### config.mk
export PLATFORM = sky130hd
export DESIGN_NAME = dabbler_arbiter
export DESIGN_NICKNAME = d
export VERILOG_FILES = /design/src/rtl/dabbler_arbiter.sv
export SDC_FILE = /design/constraint.sdc
export NUM_CORES = 1
export LEC_CHECK = 0
export CAP_MARGIN = 20
export CORE_AREA = 2 2 77 86
export DETAILED_ROUTE_END_ITERATION = 8
export DIE_AREA = 0 0 79 88
export PLACE_DENSITY = 0.87
export SETUP_SLACK_MARGIN = 0.15
export SYNTH_ARGS = -nofsm -noshare
export SYNTH_HDL_FRONTEND = slang
export SYNTH_SLANG_ARGS = --single-unit
### constraint.sdc
create_clock -name clk -period 3.57 [get_ports clk]
set_clock_uncertainty 0.05 [all_clocks]
set_input_delay 0.714 -clock clk [delete_from_list [all_inputs] [get_ports clk]]
set_output_delay 0.714 -clock clk [all_outputs]
set_load 0.005 [all_outputs]
### src/rtl/dabbler_arbiter.sv
// dabbler_arbiter
// Round-robin arbiter/sequencer sharing one clocked 16-bit double-dabble
// binary-to-BCD converter between NCH requesters. The winner's operand is
// captured in IDLE, the converter is started in LOAD, its finish level is
// awaited in WAIT and the 20-bit BCD result is returned with a one-cycle
// one-hot ack in DONE.
//
// Optional feature: define DABBLER_ARB_TIMEOUT_EN to add a WAIT watchdog
// (TIMEOUT_CYCLES) and the err output. Undefined, WAIT waits indefinitely.
//
// Handshake: a requester raises req[i] with a stable operand on its
// bin_in slice and holds both until ack[i] pulses; bcd_out is valid only in
// that ack cycle. Dropping req[i] before the DONE cycle discards the result.
// Converter side: dd_start pulses one cycle with dd_bin already stable;
// dd_bin holds until finish; dd_finish is ignored in the first WAIT cycle
// because it may still be high from the previous conversion.

module dabbler_arbiter #(
  parameter int NCH            = 4,
  parameter int PTR_W          = 2,
  parameter int TIMEOUT_CYCLES = 40
) (
  input  logic               clk,
  input  logic               rst_n,
  input  logic [NCH-1:0]     req,
  input  logic [16*NCH-1:0]  bin_in,
  output logic [NCH-1:0]     ack,
  output logic [19:0]        bcd_out,
  output logic               busy,
  output logic [15:0]        dd_bin,
  output logic               dd_start,
  input  logic [19:0]        dd_bcd,
  input  logic               dd_finish,
`ifdef DABBLER_ARB_TIMEOUT_EN
  output logic               err,
`endif
  output logic [1:0]         state_dbg
);

  if (NCH < 2 || NCH > 8 || (2**PTR_W) < NCH || TIMEOUT_CYCLES < 2) begin : g_bad_params
    $error("dabbler_arbiter: parameter set out of range");
  end

  typedef enum logic [1:0] {
    S_IDLE = 2'd0,
    S_LOAD = 2'd1,
    S_WAIT = 2'd2,
    S_DONE = 2'd3
  } state_t;

  state_t             state, state_nxt;
  logic [PTR_W-1:0]   ptr;
  logic [PTR_W-1:0]   win;
  logic [PTR_W-1:0]   grant_idx;
  logic               grant_found;
  logic               wait_first;
  logic [19:0]        result;
  logic               finish_ok;

`ifdef DABBLER_ARB_TIMEOUT_EN
  localparam int TW = $clog2(TIMEOUT_CYCLES + 1);
  logic [TW-1:0]      wcnt;
  logic               timed_out;
  logic               timeout_hit;
`endif

  // A finish is only trusted from the second WAIT cycle on
  assign finish_ok = (state == S_WAIT) && !wait_first && dd_finish;

`ifdef DABBLER_ARB_TIMEOUT_EN
  // Watchdog fires in the TIMEOUT_CYCLES-th WAIT cycle unless finish wins
  assign timeout_hit = (state == S_WAIT) && !finish_ok &&
                       (wcnt == TW'(TIMEOUT_CYCLES - 1));
`endif

  // Round-robin search: lowest offset from ptr (mod NCH) with req set wins
  always_comb begin
    int idx;
    idx         = 0;
    grant_idx   = '0;
    grant_found = 1'b0;
    for (int k = NCH - 1; k >= 0; k--) begin
      idx = int'(ptr) + k;
      if (idx >= NCH) idx = idx - NCH;
      if (req[idx]) begin
        grant_idx   = idx[PTR_W-1:0];
        grant_found = 1'b1;
      end
    end
  end

  // State register
  always_ff @(posedge clk or negedge rst_n) begin
    if (!rst_n) state <= S_IDLE;
    else        state <= state_nxt;
  end

  // Next-state logic
  always_comb begin
    state_nxt = state;
    case (state)
      S_IDLE: if (grant_found) state_nxt = S_LOAD;
      S_LOAD: state_nxt = S_WAIT;
      S_WAIT: begin
        if (finish_ok) state_nxt = S_DONE;
`ifdef DABBLER_ARB_TIMEOUT_EN
        else if (timeout_hit) state_nxt = S_DONE;
`endif
      end
      S_DONE: state_nxt = S_IDLE;
      default: state_nxt = S_IDLE;
    endcase
  end

  // Datapath: winner/operand capture, WAIT bookkeeping, result, pointer
  always_ff @(posedge clk or negedge rst_n) begin
    if (!rst_n) begin
      ptr        <= '0;
      win        <= '0;
      dd_bin     <= '0;
      wait_first <= 1'b0;
      result     <= '0;
`ifdef DABBLER_ARB_TIMEOUT_EN
      wcnt       <= '0;
      timed_out  <= 1'b0;
`endif
    end else begin
      case (state)
        S_IDLE: begin
          if (grant_found) begin
            win    <= grant_idx;
            dd_bin <= bin_in[16*grant_idx +: 16];
          end
        end
        S_LOAD: begin
          wait_first <= 1'b1;
`ifdef DABBLER_ARB_TIMEOUT_EN
          wcnt       <= '0;
          timed_out  <= 1'b0;
`endif
        end
        S_WAIT: begin
          wait_first <= 1'b0;
`ifdef DABBLER_ARB_TIMEOUT_EN
          wcnt       <= wcnt + 1'b1;
`endif
          if (finish_ok) begin
            result <= dd_bcd;
          end
`ifdef DABBLER_ARB_TIMEOUT_EN
          else if (timeout_hit) begin
            result    <= '0;
            timed_out <= 1'b1;
          end
`endif
        end
        S_DONE: begin
          ptr <= (win == PTR_W'(NCH - 1)) ? '0 : win + 1'b1;
        end
        default: ;
      endcase
    end
  end

  // Outputs: ack/result only in DONE, and only if the winner still requests
  always_comb begin
    ack     = '0;
    bcd_out = '0;
    if (state == S_DONE) begin
      bcd_out = result;
      if (req[win]) ack[win] = 1'b1;
    end
  end

`ifdef DABBLER_ARB_TIMEOUT_EN
  // Timeout flag is visible only alongside an issued ack
  always_comb begin
    err = 1'b0;
    if (state == S_DONE && timed_out && req[win]) err = 1'b1;
  end
`endif

  assign dd_start  = (state == S_LOAD);
  assign busy      = (state != S_IDLE);
  assign state_dbg = state;

endmodule
==> impl_metrics.csv, run 1 <==
group,metric,value,unit
clock_network,cts-root-buf,"clkbuf_8",
timing,hold_viol,0,
synth,netlist_area,2560,um2
grt,grt_pass1_wl,10.4,mm
die,die_x,79,um
synth,synth_top_area_cell,"dfrtp_1",
die,ios,135,
finish,antenna_cells,0,
clock_network,cts_buffers,5,
setup_path,crit_chain,"clkdlybuf4s50_1 > mux4_1 > and3_1 > clkdlybuf4s50_1",
clock_network,numClockSinks,43,
placed_design,place_hpwl,4.97,mm
synth,synth_nets,326,
finish,drive_above_1_share,15.5,%
finish,multi_input_area,1370,um2
drt,avgRoutedWirePerCell,15.0,um
timing,whs,0.190,ns
die,die_area,6950,um2
synth,synth_edf_count,0,
clock_network,h-tree-depth,2,
grt,overflow,0,
pwr,p_per_area,667,nW/um2
clock_network,cts-hold-fix-buffers,0,
synth,synth_cells,227,
drt,post_drt_via_cell_ratio,5.11,
status,status,"completed",
timing,fin_crit,3.24,ns
clock_network,clkTransAtPathRegs,0.08,ns
finish,regArea,1080,um2
synth,ys_warn_count,0,
finish,fillCellCount,496,
placed_design,port_buffers,134,
drt,drc_errors,0,
setup_path,cpMostUsedCell,"clkdlybuf4s50_1",
setup_path,arrival,2.48,ns
setup_path,required,2.81,ns
clock_network,clk_latency,0.30,ns
synth,syn_area_per_cell,11.3,um2
synth,async_flop_share,100,%
synth,ys_ff_latch,43,
grt,antenna_found_initial,0,
clock_network,post_cts_buffers,0,
die,core-area,6080,um2
run,maxCapViolations,0,
grt,grtUsageTotal,19.3,%
die,num_rows,30,
clock_network,cts_tree,"done",
hold_path,hold_class,"primary input to async pin",
timing,fin_crit_sh,90.8,%
drt,via_count,2258,
finish,synthToLayoutAreaGrowth,60.6,%
synth,synth_common_cells,"dfrtp_1, and2_1, mux2_2",
placed_design,gp_congestion,0.731,
grt,grt_max_degree,44,
setup_path,critPathLaunchType,"primary input",
drt,ant_nets,0,
timing,setup_viol,0,
setup_path,critPathMaxStageDelay,0.59,ns
timing,fin_setup_tns,0,ns
finish,nets,460,
clock_network,clock_path_buffers,2,
synth,yosys.area.top_type_share,42.1,%
synth,seq_area_frac_synth,42.1,%
drt,totalWireLength,6.65,mm
pwr,ir_worst_vdd,0.284,mV
synth,yosysMostFrequentCell,"dfrtp_1",
setup_path,cp_max_fo,6,
timing,rsz0062_at_grt,"false",
pwr,power.leakage,1.75,nW
synth,synth_flop_cell,"dfrtp_1",
setup_path,worstSetupPathType,"primary input to output port",
timing,max-slew-margin-rel,34.9,%
die,fp.dieH,88,um
synth,synth_cell_types,34,
setup_path,crit_slowest_cell,"mux4_1",
timing,slew_viol_final,0,
clock_network,cts_resized,0,
synth,synthTopCellsByArea,"dfrtp_1, mux2_2, and2_1",
drt,dr.pass1.iters,4,
grt,grt_pass1_vias,2190,
die,start_util,42.1,%
timing,timing_worst_slew_pin_value,0.977,ns
setup_path,worst_setup_path_end_kind,"output port",
timing,fmax,308,MHz
drt,initialDrtViolationCount,106,
[layer usage]
| layer | track usage [%] | part of all wire (%) | vias to the layer above |
|---|---|---|---|
| met5 | 0 | 0 | - |
| met3 | 5.88 | 8.5 | 8 |
| met4 | 6.74 | 1.5 | 0 |
| met2 | 33.9 | 49 | 110 |
| li1 | - | - | 1087 |
| met1 | 22.3 | 41 | 1053 |
[worst paths after layout]
path | endpoint | slack [ns] | cells past startpoint | from
max | ack[2] | 0.33 | 4 | req[2]
max reg2reg | dd_bin[2]$_DFFE_PN0P_ | 1.20 | 5 | ptr[1]$_DFFE_PN0P_
min | result[6]$_DFFE_PN0P_ | 0.19 | 1 | rst_n
max in group asynchronous | dd_bin[2]$_DFFE_PN0P_ | 2.84 | 2 | rst_n
min reg2reg | result[10]$_DFFE_PN0P_ | 0.45 | 1 | result[10]$_DFFE_PN0P_
min in group clk | result[10]$_DFFE_PN0P_ | 0.45 | 1 | result[10]$_DFFE_PN0P_
[flip-flops by register name, indices dropped and copies added, names as in the netlist]
| signal | flops |
|---|---|
| result | 20 |
| wait_first | 1 |
| dd_bin | 16 |
| win | 2 |
| ptr | 2 |
| state_dbg | 2 |
[layout make-up]
cell class	instances	share of cell area, %
multi-input combinational	162	33.4
tap	80	2.44
sequential	43	26.2
clock buffer	6	1.77
timing repair buffer	140	33.9
clock inverter	2	1.46
inverter	9	0.822
[placed cells by master, fill, tap and decap left out, types with 2 or more instances in the layout]
cell	Yosys	final
clkdlybuf4s50_1	0	133
dfrtp_1	43	43
and2_1	36	36
mux2_2	21	21
mux2i_1	18	18
nor2_1	19	18
a211oi_1	13	13
a221oi_2	11	11
inv_1	8	8
ha_1	8	8
a221oi_1	6	6
clkbuf_8	0	5
buf_4	1	5
and3_1	4	4
nand2_1	4	4
nand2b_1	3	3
a211oi_2	3	3
a21oi_1	2	2
bufinv_16	0	2
[worst max-delay path: cells and delay by family]
family,cells,cell delay [ns]
and+or+nand+nor,1,0.21
buffers and inverters,2,0.96
muxes,1,0.59
[logic make-up (layout without fill, tap and decap cells)]
logic type,after synthesis,count (layout),share of synthesized area [%]
fa+ha+maj,8,8,3.91
buf+inv,22,157,4.40
mux,40,40,17.3
simple gates,72,72,16.2
compound gates,42,42,16.1
flops,43,43,42.1
[where the power goes]
group	switching, mW	internal, mW
registers	0.142	0.732
clock network	0.168	0.280
logic	0.619	0.801
[through the flow]
step | power (mW) | utilization [%] | std cells | cell area [um2] | worst slack (ns)
floorplan | 1.67 | - | 227 | 2560 | 1.38
global placement | 2.26 | 65.1 | 433 | 3960 | 0.369
detailed placement | 2.31 | 65.1 | 433 | 3960 | 0.326
CTS | 2.76 | 67.3 | 441 | 4090 | 0.326
global route | 2.95 | 67.6 | 442 | 4110 | 0.268
finish | 2.74 | 67.6 | 442 | 4110 | 0.327
No activity file was read; power rests on OpenSTA's default activity.
==> inputs of run 2 (changes only) <==
--- a/config.mk
+++ b/config.mk
@@ -7,9 +7,10 @@
 export LEC_CHECK = 0
 export CAP_MARGIN = 20
 export CORE_AREA = 2 2 77 86
+export CTS_CLUSTER_DIAMETER = 40
 export DETAILED_ROUTE_END_ITERATION = 8
 export DIE_AREA = 0 0 79 88
-export PLACE_DENSITY = 0.87
+export PLACE_DENSITY = 0.85
 export SETUP_SLACK_MARGIN = 0.15
 export SYNTH_ARGS = -nofsm -noshare
 export SYNTH_HDL_FRONTEND = slang
==> run 2 against run 1 <==
  * Sequential share of layout area up 0.080 points
  * Total power up 0.19%
  * Critical path type unchanged
  * Routed wire length up 2.3%
  * Sequential power about the same
  * Critical endpoint is now ack[1]
  * Die area unchanged
  * Core utilization down 0.21 points
==> impl_metrics.csv, run 2 (synthesis gave the netlist of run 1 again) <==
group,metric,value,unit
status,status,"completed",
clock_network,post_cts_buffers,0,
run,maxCapViolations,0,
timing,max-slew-margin-rel,36.0,%
finish,nets,460,
timing,timing_worst_slew_pin_value,0.959,ns
die,ios,135,
grt,overflow,0,
finish,design_area,4100,um2
die,fp.dieH,88,um
drt,initialDrtViolationCount,101,
placed_design,place_hpwl,5.26,mm
placed_design,gp_congestion,0.770,
placed_design,placed_cells,434,
finish,final_common_cell,"clkdlybuf4s50_1",
drt,ant_nets,0,
pwr,power.leakage,1.74,nW
placed_design,port_buffers,134,
timing,slew_viol_final,0,
drt,totalWireLength,6.80,mm
finish,largest_reg_flops,20,
setup_path,arrival,2.52,ns
timing,hold_viol,0,
die,num_rows,30,
setup_path,cp_max_fo,6,
timing,whs,0.454,ns
finish,final_cell_mix,"clkdlybuf4s50_1, dfrtp_1, and2_1, mux2_2",
finish,top_regs,"result x20, dd_bin x16",
drt,post_drt_via_cell_ratio,5.15,
grt,grt_pass1_wl,10.9,mm
clock_network,h-tree-depth,2,
timing,fmax,305,MHz
grt,antenna_found_initial,0,
placed_design,place_area,3970,um2
setup_path,worst_setup_path_end_kind,"output port",
finish,regMostFlops,"result",
finish,drive_above_1_share,15.5,%
clock_network,numClockSinks,43,
finish,antenna_cells,0,
clock_network,clk_latency,0.29,ns
clock_network,cts-root-buf,"clkbuf_8",
setup_path,required,2.81,ns
setup_path,worstSetupPathType,"primary input to output port",
die,die_x,79,um
drt,avgRoutedWirePerCell,15.4,um
clock_network,clock_path_buffers,2,
timing,rsz0062_at_grt,"false",
clock_network,cts_buffers,5,
setup_path,critPathLaunchType,"primary input",
finish,final_cell_count_no_fill,442,
clock_network,cts_tree,"done",
timing,fin_setup_tns,0,ns
drt,dr.pass1.iters,4,
grt,grtUsageTotal,19.8,%
timing,setup_viol,0,
hold_path,hold_class,"register to register",
grt,grt_max_degree,44,
clock_network,clkTransAtPathRegs,0.08,ns
clock_network,cts_resized,0,
die,start_util,42.1,%
grt,grt_pass1_vias,2352,
drt,via_count,2276,
drt,drc_errors,0,
timing,fin_crit_sh,91.9,%
pwr,p_per_area,671,nW/um2
clock_network,cts-hold-fix-buffers,0,
die,die_area,6950,um2
pwr,ir_worst_vdd,0.298,mV
finish,synthToLayoutAreaGrowth,60.1,%
timing,fin_crit,3.28,ns
die,core-area,6080,um2
==> run 2: critical path, cell delays in order <==
cell and delay [ns]:
clkdlybuf4s50_1 0.51, mux4_1 0.61, and3_1 0.24, clkdlybuf4s50_1 0.44
==> run 2: final timing paths <==
check,start,end,depth (start not counted),slack (ns)
setup / recovery,req[2],ack[1],4,0.29
hold / removal,result[16]$_DFFE_PN0P_,result[16]$_DFFE_PN0P_,1,0.45
setup reg to reg,ptr[1]$_DFFE_PN0P_,dd_bin[2]$_DFFE_PN0P_,5,1.48
hold reg to reg,result[16]$_DFFE_PN0P_,result[16]$_DFFE_PN0P_,1,0.45
max in group asynchronous,rst_n,dd_bin[1]$_DFFE_PN0P_,1,2.36
min in group asynchronous,rst_n,dd_bin[11]$_DFFE_PN0P_,1,0.52
==> run 2: final cells by class <==
| type | count | area [um2] |
|---|---|---|
| flip-flops and latches | 43 | 1080 |
| multi-input cells | 162 | 1370 |
| inverters | 9 | 33.8 |
| fillers | 498 | 1980 |
| clock buffers | 6 | 72.6 |
| repair buffers | 140 | 1380 |
| well taps | 80 | 100 |
| clock inverters | 2 | 60.1 |
==> run 2: through the flow <==
step / setup WS (ns) / power, mW / utilization, %
floorplan: 1.38 / 1.67 / -
global placement: 0.346 / 2.27 / 65.2
detailed placement: 0.284 / 2.32 / 65.2
CTS: 0.283 / 2.78 / 67.4
global route: 0.249 / 2.95 / 67.4
finish: 0.290 / 2.75 / 67.4
==> run 2: routing by layer <==
metal	share of wire (%)	wire, um	vias to the layer above	GRT usage (%)
met5	0	0	-	0
met4	1.3	89	0	5.96
met3	7.9	534	8	5.57
met2	51	3480	105	37.8
met1	40	2700	1077	21.0
li1	-	-	1086	-
==> run 2: power by group <==
group	internal, mW	switching [mW]	total, mW
combinational	0.803	0.621	1.42
sequential	0.732	0.144	0.876
clock	0.280	0.169	0.448
